--- config.mk ---
export PLATFORM = sky130hd
export DESIGN_NAME = lf_fir_mac
export DESIGN_NICKNAME = d
export VERILOG_FILES = /design/src/rtl/lf_fir_mac.sv
export SDC_FILE = /design/constraint.sdc
export NUM_CORES = 1
export LEC_CHECK = 0
export ABC_AREA = 1
export CORE_ASPECT_RATIO = 1.5
export CORE_UTILIZATION = 35
export DETAILED_ROUTE_END_ITERATION = 10
export DONT_BUFFER_PORTS = 1
export SLEW_MARGIN = 20
export SYNTH_ARGS = -nofsm -noshare
export SYNTH_HDL_FRONTEND = slang
export SYNTH_SLANG_ARGS = --single-unit
--- constraint.sdc ---
create_clock -name clk -period 9.7 [get_ports clk]
set_input_delay 1.94 -clock clk [delete_from_list [all_inputs] [get_ports clk]]
set_output_delay 1.94 -clock clk [all_outputs]
set_load 0.02 [all_outputs]
--- src/rtl/lf_fir_mac.sv ---
// lf_fir_mac: low-frequency band FIR engine.
// Walks the coefficient ROM in step with the low-frequency queue's read
// pointer. Each sample/coefficient pair passes through a three-stage
// multiply-accumulate pipeline. One rounded Q15 result is produced per
// complete window.
// Optional feature: define LF_FIR_SAT_EN to saturate the output instead of
// letting it wrap.
module lf_fir_mac #(
    parameter int NUM_TAPS = 1021,
    parameter int ACC_W    = 42
) (
    input  logic               clk,
    input  logic               rst,
    input  logic               sequencing,
    input  logic signed [15:0] smpl_in,
    output logic        [9:0]  coeff_addr,
    input  logic signed [15:0] coeff_in,
    output logic signed [15:0] smpl_out,
    output logic               out_vld,
    output logic               abort
);

    typedef enum logic [2:0] {
        S_IDLE,
        S_ACCUM,
        S_DRAIN,
        S_DONE,
        S_WAIT,
        S_ABORT
    } state_e;

    localparam logic        [9:0]       LAST_TAP = 10'(NUM_TAPS - 1);
    localparam logic signed [ACC_W-1:0] RND      = ACC_W'(1 << 14);
    localparam logic signed [ACC_W-1:0] SAT_HI   = ACC_W'(32'sh3FFF_FFFF);
    localparam logic signed [ACC_W-1:0] SAT_LO   = ~SAT_HI;  // -0x4000_0000

    state_e                   state_q, state_d;
    logic        [9:0]        tap_q, tap_d;
    logic        [1:0]        drain_q, drain_d;
    logic                     issue, acc_clr, flush, res_ld;

    logic                     iss_q;       // tap issued last cycle: ROM/RAM data valid now
    logic                     s1_vld_q, s2_vld_q;
    logic signed [15:0]       s1_smpl_q, s1_coef_q;
    logic signed [31:0]       prod_q;
    logic signed [ACC_W-1:0]  acc_q;
    logic signed [ACC_W-1:0]  rounded;
    logic signed [15:0]       result;
    logic signed [15:0]       smpl_out_q;
    logic                     out_vld_q, abort_q;
    logic                     unused_rnd;

    assign coeff_addr = tap_q;
    assign smpl_out   = smpl_out_q;
    assign out_vld    = out_vld_q;
    assign abort      = abort_q;

    // FSM state, tap counter and drain counter registers.
    // NOTE: sequential state uses non-blocking assignments so every register samples pre-edge values.
    always_ff @(posedge clk or posedge rst) begin
        if (rst) begin
            state_q <= S_IDLE;
            tap_q   <= '0;
            drain_q <= '0;
        end else begin
            state_q <= state_d;
            tap_q   <= tap_d;
            drain_q <= drain_d;
        end
    end

    // Next-state logic: window tracking, tap issue and control strobes.
    // NOTE: every output of this block gets a default first so no latch can be inferred.
    always_comb begin
        state_d = state_q;
        tap_d   = tap_q;
        drain_d = drain_q;
        issue   = 1'b0;
        acc_clr = 1'b0;
        flush   = 1'b0;
        res_ld  = 1'b0;
        case (state_q)
            S_IDLE: begin
                tap_d = '0;
                if (sequencing) begin
                    // Tap 0 is already addressed, so it issues in this cycle.
                    issue   = 1'b1;
                    acc_clr = 1'b1;
                    if (LAST_TAP == 10'd0) begin
                        drain_d = '0;
                        state_d = S_DRAIN;
                    end else begin
                        tap_d   = 10'd1;
                        state_d = S_ACCUM;
                    end
                end
            end
            S_ACCUM: begin
                if (sequencing) begin
                    issue = 1'b1;
                    if (tap_q == LAST_TAP) begin
                        drain_d = '0;
                        state_d = S_DRAIN;
                    end else begin
                        tap_d = tap_q + 10'd1;
                    end
                end else begin
                    state_d = S_ABORT;
                end
            end
            S_DRAIN: begin
                // Three cycles carry the last tap through capture, multiply and add.
                if (drain_q == 2'd2) begin
                    state_d = S_DONE;
                end else begin
                    drain_d = drain_q + 2'd1;
                end
            end
            S_DONE: begin
                res_ld  = 1'b1;
                state_d = S_WAIT;
            end
            S_WAIT: begin
                // Extra sequencing cycles are ignored; the counter holds on the last tap.
                if (!sequencing) begin
                    tap_d   = '0;
                    state_d = S_IDLE;
                end
            end
            S_ABORT: begin
                flush   = 1'b1;
                tap_d   = '0;
                state_d = S_IDLE;
            end
            default: begin
                state_d = S_IDLE;
            end
        endcase
    end

    // Three-stage MAC pipeline: capture, multiply, sign-extend and accumulate.
    // NOTE: data registers are reset as well so a discarded window leaves no residue.
    always_ff @(posedge clk or posedge rst) begin
        if (rst) begin
            iss_q     <= 1'b0;
            s1_vld_q  <= 1'b0;
            s2_vld_q  <= 1'b0;
            s1_smpl_q <= '0;
            s1_coef_q <= '0;
            prod_q    <= '0;
            acc_q     <= '0;
        end else begin
            iss_q    <= issue & ~flush;
            s1_vld_q <= iss_q & ~flush;
            s2_vld_q <= s1_vld_q & ~flush;
            if (iss_q) begin
                s1_smpl_q <= smpl_in;
                s1_coef_q <= coeff_in;
            end
            if (s1_vld_q) begin
                prod_q <= s1_smpl_q * s1_coef_q;
            end
            if (acc_clr) begin
                acc_q <= '0;
            end else if (s2_vld_q) begin
                acc_q <= acc_q + {{(ACC_W-32){prod_q[31]}}, prod_q};
            end
        end
    end

    // Round to nearest, then pick the Q15 window of the accumulator.
    assign rounded    = acc_q + RND;
    assign unused_rnd = ^{rounded[ACC_W-1:31], rounded[14:0]};

`ifdef LF_FIR_SAT_EN
    // Clamp results that do not fit in a signed 16-bit output.
    always_comb begin
        if (rounded > SAT_HI) begin
            result = 16'sh7FFF;
        end else if (rounded < SAT_LO) begin
            result = -16'sh8000;
        end else begin
            result = rounded[30:15];
        end
    end
`else
    // Raw bit slice: out-of-range results wrap.
    always_comb begin
        result = rounded[30:15];
    end
`endif

    // Output registers: result held between windows, one-cycle strobes.
    always_ff @(posedge clk or posedge rst) begin
        if (rst) begin
            smpl_out_q <= '0;
            out_vld_q  <= 1'b0;
            abort_q    <= 1'b0;
        end else begin
            out_vld_q <= res_ld;
            abort_q   <= (state_q == S_ABORT);
            if (res_ld) begin
                smpl_out_q <= result;
            end
        end
    end

endmodule

== Word-level counts from Yosys, hierarchy flattened ==
Index checks and enable logic that the tools add are counted.
Cells by class
  add/subtract/negate cells: 4
  multipliers: 1
  div/mod/pow operators: 0
  order comparisons: 0
  equal/unequal tests: 15
  shift operators: 0
  mux-type cells: 22
  bitwise gates (word level): 4
  reduce and logical (&&, ||, !) cells: 8
Operators with widths (number)
  two-way mux 42 bit: 2
  adder 42 bit: 1
  case mux 10 bit (4 select lines): 1
  multiplier 16 x 16 -> 32 bit: 1
  adder 31 x 16 -> 31 bit, second input constant: 1
  two-way mux 10 bit: 3
  two-way mux 3 bit: 5
  case mux 3 bit (5 select lines): 1
  != test 2 bit, second input constant: 7
  AND reduction 4 bit: 3
  adder 10 x 1 -> 10 bit, second input constant: 1
  equality test 10 bit, second input constant: 1
  equality test 3 x 2 -> 1 bit, second input constant: 2
  equality test 3 bit, second input constant: 2
  two-way mux 1 bit: 6
  two-way mux 2 bit: 3
  case mux 2 bit (2 select lines): 1
  nonzero test 2 bit: 2
  nonzero test 4 bit: 1
  bitwise AND 1 bit: 3
  equality test 3 x 1 -> 1 bit, second input constant: 1
  zero test 3 bit: 1
  != test 3 bit, second input constant: 1
  adder 2 x 1 -> 2 bit, second input constant: 1
  3 further kinds: 3
Word-level totals
  flip-flop bits (word level): 142
  latch bits: 0
  RAM bits: 0
  ROM bits: 0
  input bits: 35
  output and inout port bits: 28
  word-level logic and storage cells: 67
  memories: 0

== Logic depth before layout (Yosys ltp) ==
  depth after elaboration: 4
  mapped depth: 29
  mapped depth without buffers: 27

== Worst setup path after synthesis ==
OpenSTA, ideal clock, no wires.
  kind: register to register
  from: register s1_smpl_q[15]
  to: register prod_q[28]
  setup time: 118 ps
  arrival time: 5628 ps
  data required time: 9582 ps
  slack: 3954 ps
  cell stages (with the launch flop): 27
  buffers on the path: 2
  clock period less this slack: 5746 ps
  path through: dfrtp_1 buf_2 clkbuf_1 nand2_1 inv_1 fa_1 inv_1 fa_1 inv_1 fa_1 inv_1 fa_1 inv_1 fa_1 inv_1 fa_1 inv_1 ha_1 nand2_1 nor2_1 nand2_1 nor3_1 nand2_1 nand3_1 nand2_1 nand3_1 nand2_1
Between the ends
  longest elaborated chain between the ends: 1
Ends and longest elaborated chain
  start, declared: line 44  | logic signed [15:0] s1_smpl_q, s1_coef_q;
  start signal, assigned: line 157  | s1_smpl_q <= smpl_in;
  multiplier 16 x 16 -> 32 bit: line 161  | prod_q <= s1_smpl_q * s1_coef_q;
  end signal, assigned: line 161
  end, declared: line 45  | logic signed [31:0] prod_q;
Every way passes these cells.
A chain may end at the register's enable or synchronous reset.

== Final worst setup path ==
  from: register s1_coef_q[1]
  to: register prod_q[29]
Between the ends
  longest elaborated chain between the ends: 1
Ends and longest elaborated chain
  start, declared: line 44
  start signal, assigned: line 158  | s1_coef_q <= coeff_in;
  multiplier 16 x 16 -> 32 bit: line 161
Every way passes these cells.

==> run_summary.xml <==
<?xml version="1.0" encoding="UTF-8"?>
<metrics>
  <group name="drt">
    <metric name="first_iter_violations" unit="">788</metric>
    <metric name="drt_first_pass_iters" unit="">7</metric>
    <metric name="route.detailed.wl_per_inst" unit="um">17.1</metric>
    <metric name="route.met3.wl" unit="mm">1.76</metric>
    <metric name="dr_total_vias" unit="">15000</metric>
    <metric name="drc" unit="">0</metric>
    <metric name="ant_nets" unit="">0</metric>
    <metric name="top_layer_used" unit="">met5</metric>
    <metric name="routed-wl-met2" unit="mm">28.6</metric>
    <metric name="met1Wirelength" unit="mm">19.4</metric>
    <metric name="vias_per_cell" unit="">4.85</metric>
    <metric name="postRouteWirelength" unit="mm">52.9</metric>
  </group>
  <group name="timing">
    <metric name="final-max-slew-violation-count" unit="">0</metric>
    <metric name="tightestPinTransition" unit="ns">1.11</metric>
    <metric name="layout_worst_path_cycle_share" unit="%">65.3</metric>
    <metric name="hold_violations" unit="">0</metric>
    <metric name="timing.setup.tns" unit="ns">0</metric>
    <metric name="slew-limit-headroom" unit="%">26.2</metric>
    <metric name="fmax" unit="MHz">158</metric>
    <metric name="finalSetupViolations" unit="">0</metric>
    <metric name="final_period_minus_worst_setup_slack" unit="ns">6.33</metric>
    <metric name="rsz0062_at_grt" unit="">false</metric>
    <metric name="largest_clock_skew_in_the_final_design" unit="ns">0.0225</metric>
  </group>
  <group name="clocking">
    <metric name="resized_after_cts" unit="">0</metric>
    <metric name="clock_sinks" unit="">130</metric>
    <metric name="clkSlewWorstSetupHoldPaths" unit="ns">0.08</metric>
    <metric name="cts_tree" unit="">yes</metric>
    <metric name="ctsLongestPathBuffers" unit="">2</metric>
    <metric name="cts_buffers" unit="">17</metric>
    <metric name="post_cts_repair_setup_buffers" unit="">0</metric>
    <metric name="worst_skew_pair.late_latency" unit="ns">0.46</metric>
    <metric name="htreeDepth" unit="">4</metric>
    <metric name="cts_hold_repair.buffers" unit="">0</metric>
    <metric name="cts_root_buffer" unit="">sky130_fd_sc_hd__clkbuf_16</metric>
  </group>
  <group name="floorplan">
    <metric name="ioPinCount" unit="">63</metric>
    <metric name="fp.dieW" unit="um">188</metric>
    <metric name="die_area" unit="mm^2">0.0529</metric>
    <metric name="rows" unit="">102</metric>
    <metric name="core_area" unit="mm^2">0.0514</metric>
    <metric name="initial_utilization" unit="%">35.4</metric>
    <metric name="die_h" unit="um">281</metric>
  </group>
  <group name="layout">
    <metric name="fillerInstances" unit="">5326</metric>
    <metric name="area.growth.synth_to_final" unit="%">6.44</metric>
    <metric name="post_route_cells_drive_above_1_share" unit="%">4.73</metric>
    <metric name="layout.nets" unit="">2801</metric>
    <metric name="mostFrequentLayoutCells" unit="">sky130_fd_sc_hd__nand2_1, sky130_fd_sc_hd__inv_1, sky130_fd_sc_hd__fa_1</metric>
    <metric name="mostFrequentLayoutCell" unit="">sky130_fd_sc_hd__nand2_1</metric>
  </group>
  <group name="logic_synthesis">
    <metric name="syn-mean-instance-area" unit="um^2">7.43</metric>
    <metric name="synth.distinct_cells" unit="">41</metric>
    <metric name="synth_async_reset_ratio" unit="%">100</metric>
    <metric name="ys_dominant_reg_cell" unit="">sky130_fd_sc_hd__dfrtp_1</metric>
    <metric name="synth_warnings" unit="">0</metric>
    <metric name="synthDominantCellAreaShare" unit="%">28.3</metric>
    <metric name="synth_enable_flop_cells" unit="">0</metric>
    <metric name="synth-seq-cells" unit="">130</metric>
    <metric name="synth-seq-area-share" unit="%">17.9</metric>
    <metric name="syn_inst" unit="">2450</metric>
    <metric name="synthesis.area" unit="mm^2">0.0182</metric>
    <metric name="synth_top_cells_by_area" unit="">sky130_fd_sc_hd__fa_1, sky130_fd_sc_hd__dfrtp_1, sky130_fd_sc_hd__nand2_1, sky130_fd_sc_hd__inv_1, sky130_fd_sc_hd__ha_1</metric>
    <metric name="synth_top_cell_by_area" unit="">sky130_fd_sc_hd__fa_1</metric>
    <metric name="syn_nets" unit="">2856</metric>
  </group>
  <group name="place">
    <metric name="place_congestion" unit="">0.956</metric>
    <metric name="hpwlAfterDp" unit="mm">43.7</metric>
    <metric name="port_buffers" unit="">0</metric>
  </group>
  <group name="global_routing">
    <metric name="grt.total_usage" unit="%">20.9</metric>
    <metric name="grt_first_pass_wirelength" unit="mm">84.8</metric>
    <metric name="number_of_antenna_violations_at_the_first_check_in_global_routing" unit="">3</metric>
    <metric name="pin_count_of_the_biggest_net_entering_global_routing" unit="">74</metric>
    <metric name="first_global_vias" unit="">16000</metric>
    <metric name="globalRoute.totalOverflow" unit="">0</metric>
  </group>
  <group name="setup_path">
    <metric name="crit_path_max_fanout" unit="">17</metric>
    <metric name="critical_path_data_required_time" unit="ns">10.05</metric>
    <metric name="cp.arrival" unit="ns">6.68</metric>
    <metric name="criticalPathCategory" unit="">reg -&gt; reg</metric>
    <metric name="worstSetupStartpointType" unit="">register</metric>
    <metric name="end_kind" unit="">register</metric>
  </group>
  <group name="hold_path">
    <metric name="hold_path_class" unit="">reg -&gt; reg</metric>
  </group>
  <group name="run">
    <metric name="max-cap-violations" unit="">0</metric>
  </group>
  <group name="status">
    <metric name="result_of_the_run" unit="">finished, final reports clean</metric>
  </group>
</metrics>
-- cell usage after synthesis (all sizes together), types with 2 or more instances --
master	n
dfrtp	130
mux2	24
a21oi	72
nand3b	4
and2	2
o22ai	2
o21bai	15
fa	257
nand3	106
xor2	11
nand4	31
buf	15
nor4	5
o21ai	89
o31ai	9
inv	613
nor2	130
xnor2	10
or2	5
clkbuf	68
a31oi	5
ha	114
nand2	712
nor3	17
-- layout make-up --
class                   instances  area (um^2)  area share, %
inverters                     614         2310           11.9
clock inverters                15          164          0.846
multi-input cells            1623        12300           63.5
diodes                          2         5.00         0.0258
flip-flops and latches        130         3250           16.8
well taps                     676          846           4.37
repair buffers                  9         67.6          0.349
clock buffers                  17          425           2.20
-- routing by layer --
layer | track usage, % | vias to the layer above
met2 | 40.0 | 373
met1 | 21.5 | 7258
met5 | 0 | -
met4 | 12.5 | 2
met3 | 2.62 | 161
li1 | - | 7163
-- cells by family after synthesis --
group / after synthesis / synth area share, %
adders and majority gates: 371 / 36.1
AOI/OAI and AO/OA: 194 / 5.86
xor gates and xnor gates: 21 / 1.01
DFF: 130 / 17.9
and+or+nand+nor: 1013 / 23.1
buffers and inverters: 697 / 14.5
muxes: 24 / 1.49
-- state kept, by name, indices dropped and copies added (netlist names) --
signal / cells
acc_q: 31
prod_q: 31
s1_coef_q: 16
s1_smpl_q: 16
smpl_out: 16
coeff_addr: 10
state_q: 3
drain_q: 2
abort: 1
iss_q: 1
out_vld: 1
s1_vld_q: 1
s2_vld_q: 1
-- worst max-delay path: stages (launching register included) --
cell	delay, ns
sky130_fd_sc_hd__dfrtp_1	0.62
sky130_fd_sc_hd__nand2_1	0.23
sky130_fd_sc_hd__inv_1	0.11
sky130_fd_sc_hd__fa_1	0.72
sky130_fd_sc_hd__inv_1	0.11
sky130_fd_sc_hd__fa_1	0.63
sky130_fd_sc_hd__inv_1	0.19
sky130_fd_sc_hd__fa_1	0.52
sky130_fd_sc_hd__inv_1	0.05
sky130_fd_sc_hd__fa_1	0.47
sky130_fd_sc_hd__inv_1	0.05
sky130_fd_sc_hd__fa_1	0.53
sky130_fd_sc_hd__inv_1	0.05
sky130_fd_sc_hd__fa_1	0.52
sky130_fd_sc_hd__inv_1	0.04
sky130_fd_sc_hd__ha_1	0.35
sky130_fd_sc_hd__nand2_1	0.10
sky130_fd_sc_hd__nor2_1	0.16
sky130_fd_sc_hd__nand2_1	0.16
sky130_fd_sc_hd__nor3_1	0.18
sky130_fd_sc_hd__nand2_1	0.15
sky130_fd_sc_hd__nand3_1	0.10
sky130_fd_sc_hd__nand2_1	0.06
sky130_fd_sc_hd__nand3_1	0.08
sky130_fd_sc_hd__nand2_1	0.05
-- stage by stage --
stage | util (%) | hold WS (ns) | instance area, um^2 | cells | setup slack, ns
2_1_floorplan | - | 0.448 | 18200 | 2450 | 3.95
5_1_grt | 37.7 | 0.523 | 19400 | 3084 | 2.96
3_5_place_dp | 36.5 | 0.471 | 18800 | 3052 | 3.38
4_1_cts | 37.7 | 0.493 | 19400 | 3084 | 3.37
3_3_place_gp | 36.5 | 0.466 | 18800 | 3052 | 3.43
6_report | 37.7 | 0.488 | 19400 | 3086 | 3.37
-- final timing paths --
kind	startpoint	endpoint	slack, ns	depth (start not counted)
max	s1_coef_q[1]	prod_q[29]	3.37	24
max reg2reg	s1_coef_q[1]	prod_q[29]	3.37	24
max in group asynchronous	rst	s1_smpl_q[2]	6.87	2
min	acc_q[9]	acc_q[9]	0.49	2
min reg2reg	acc_q[9]	acc_q[9]	0.49	2
min in group asynchronous	rst	s1_coef_q[14]	1.46	1
Power is left out: the tool's default activity adds up to more than one toggle a clock period on the data nets, which glitch-free logic cannot reach.
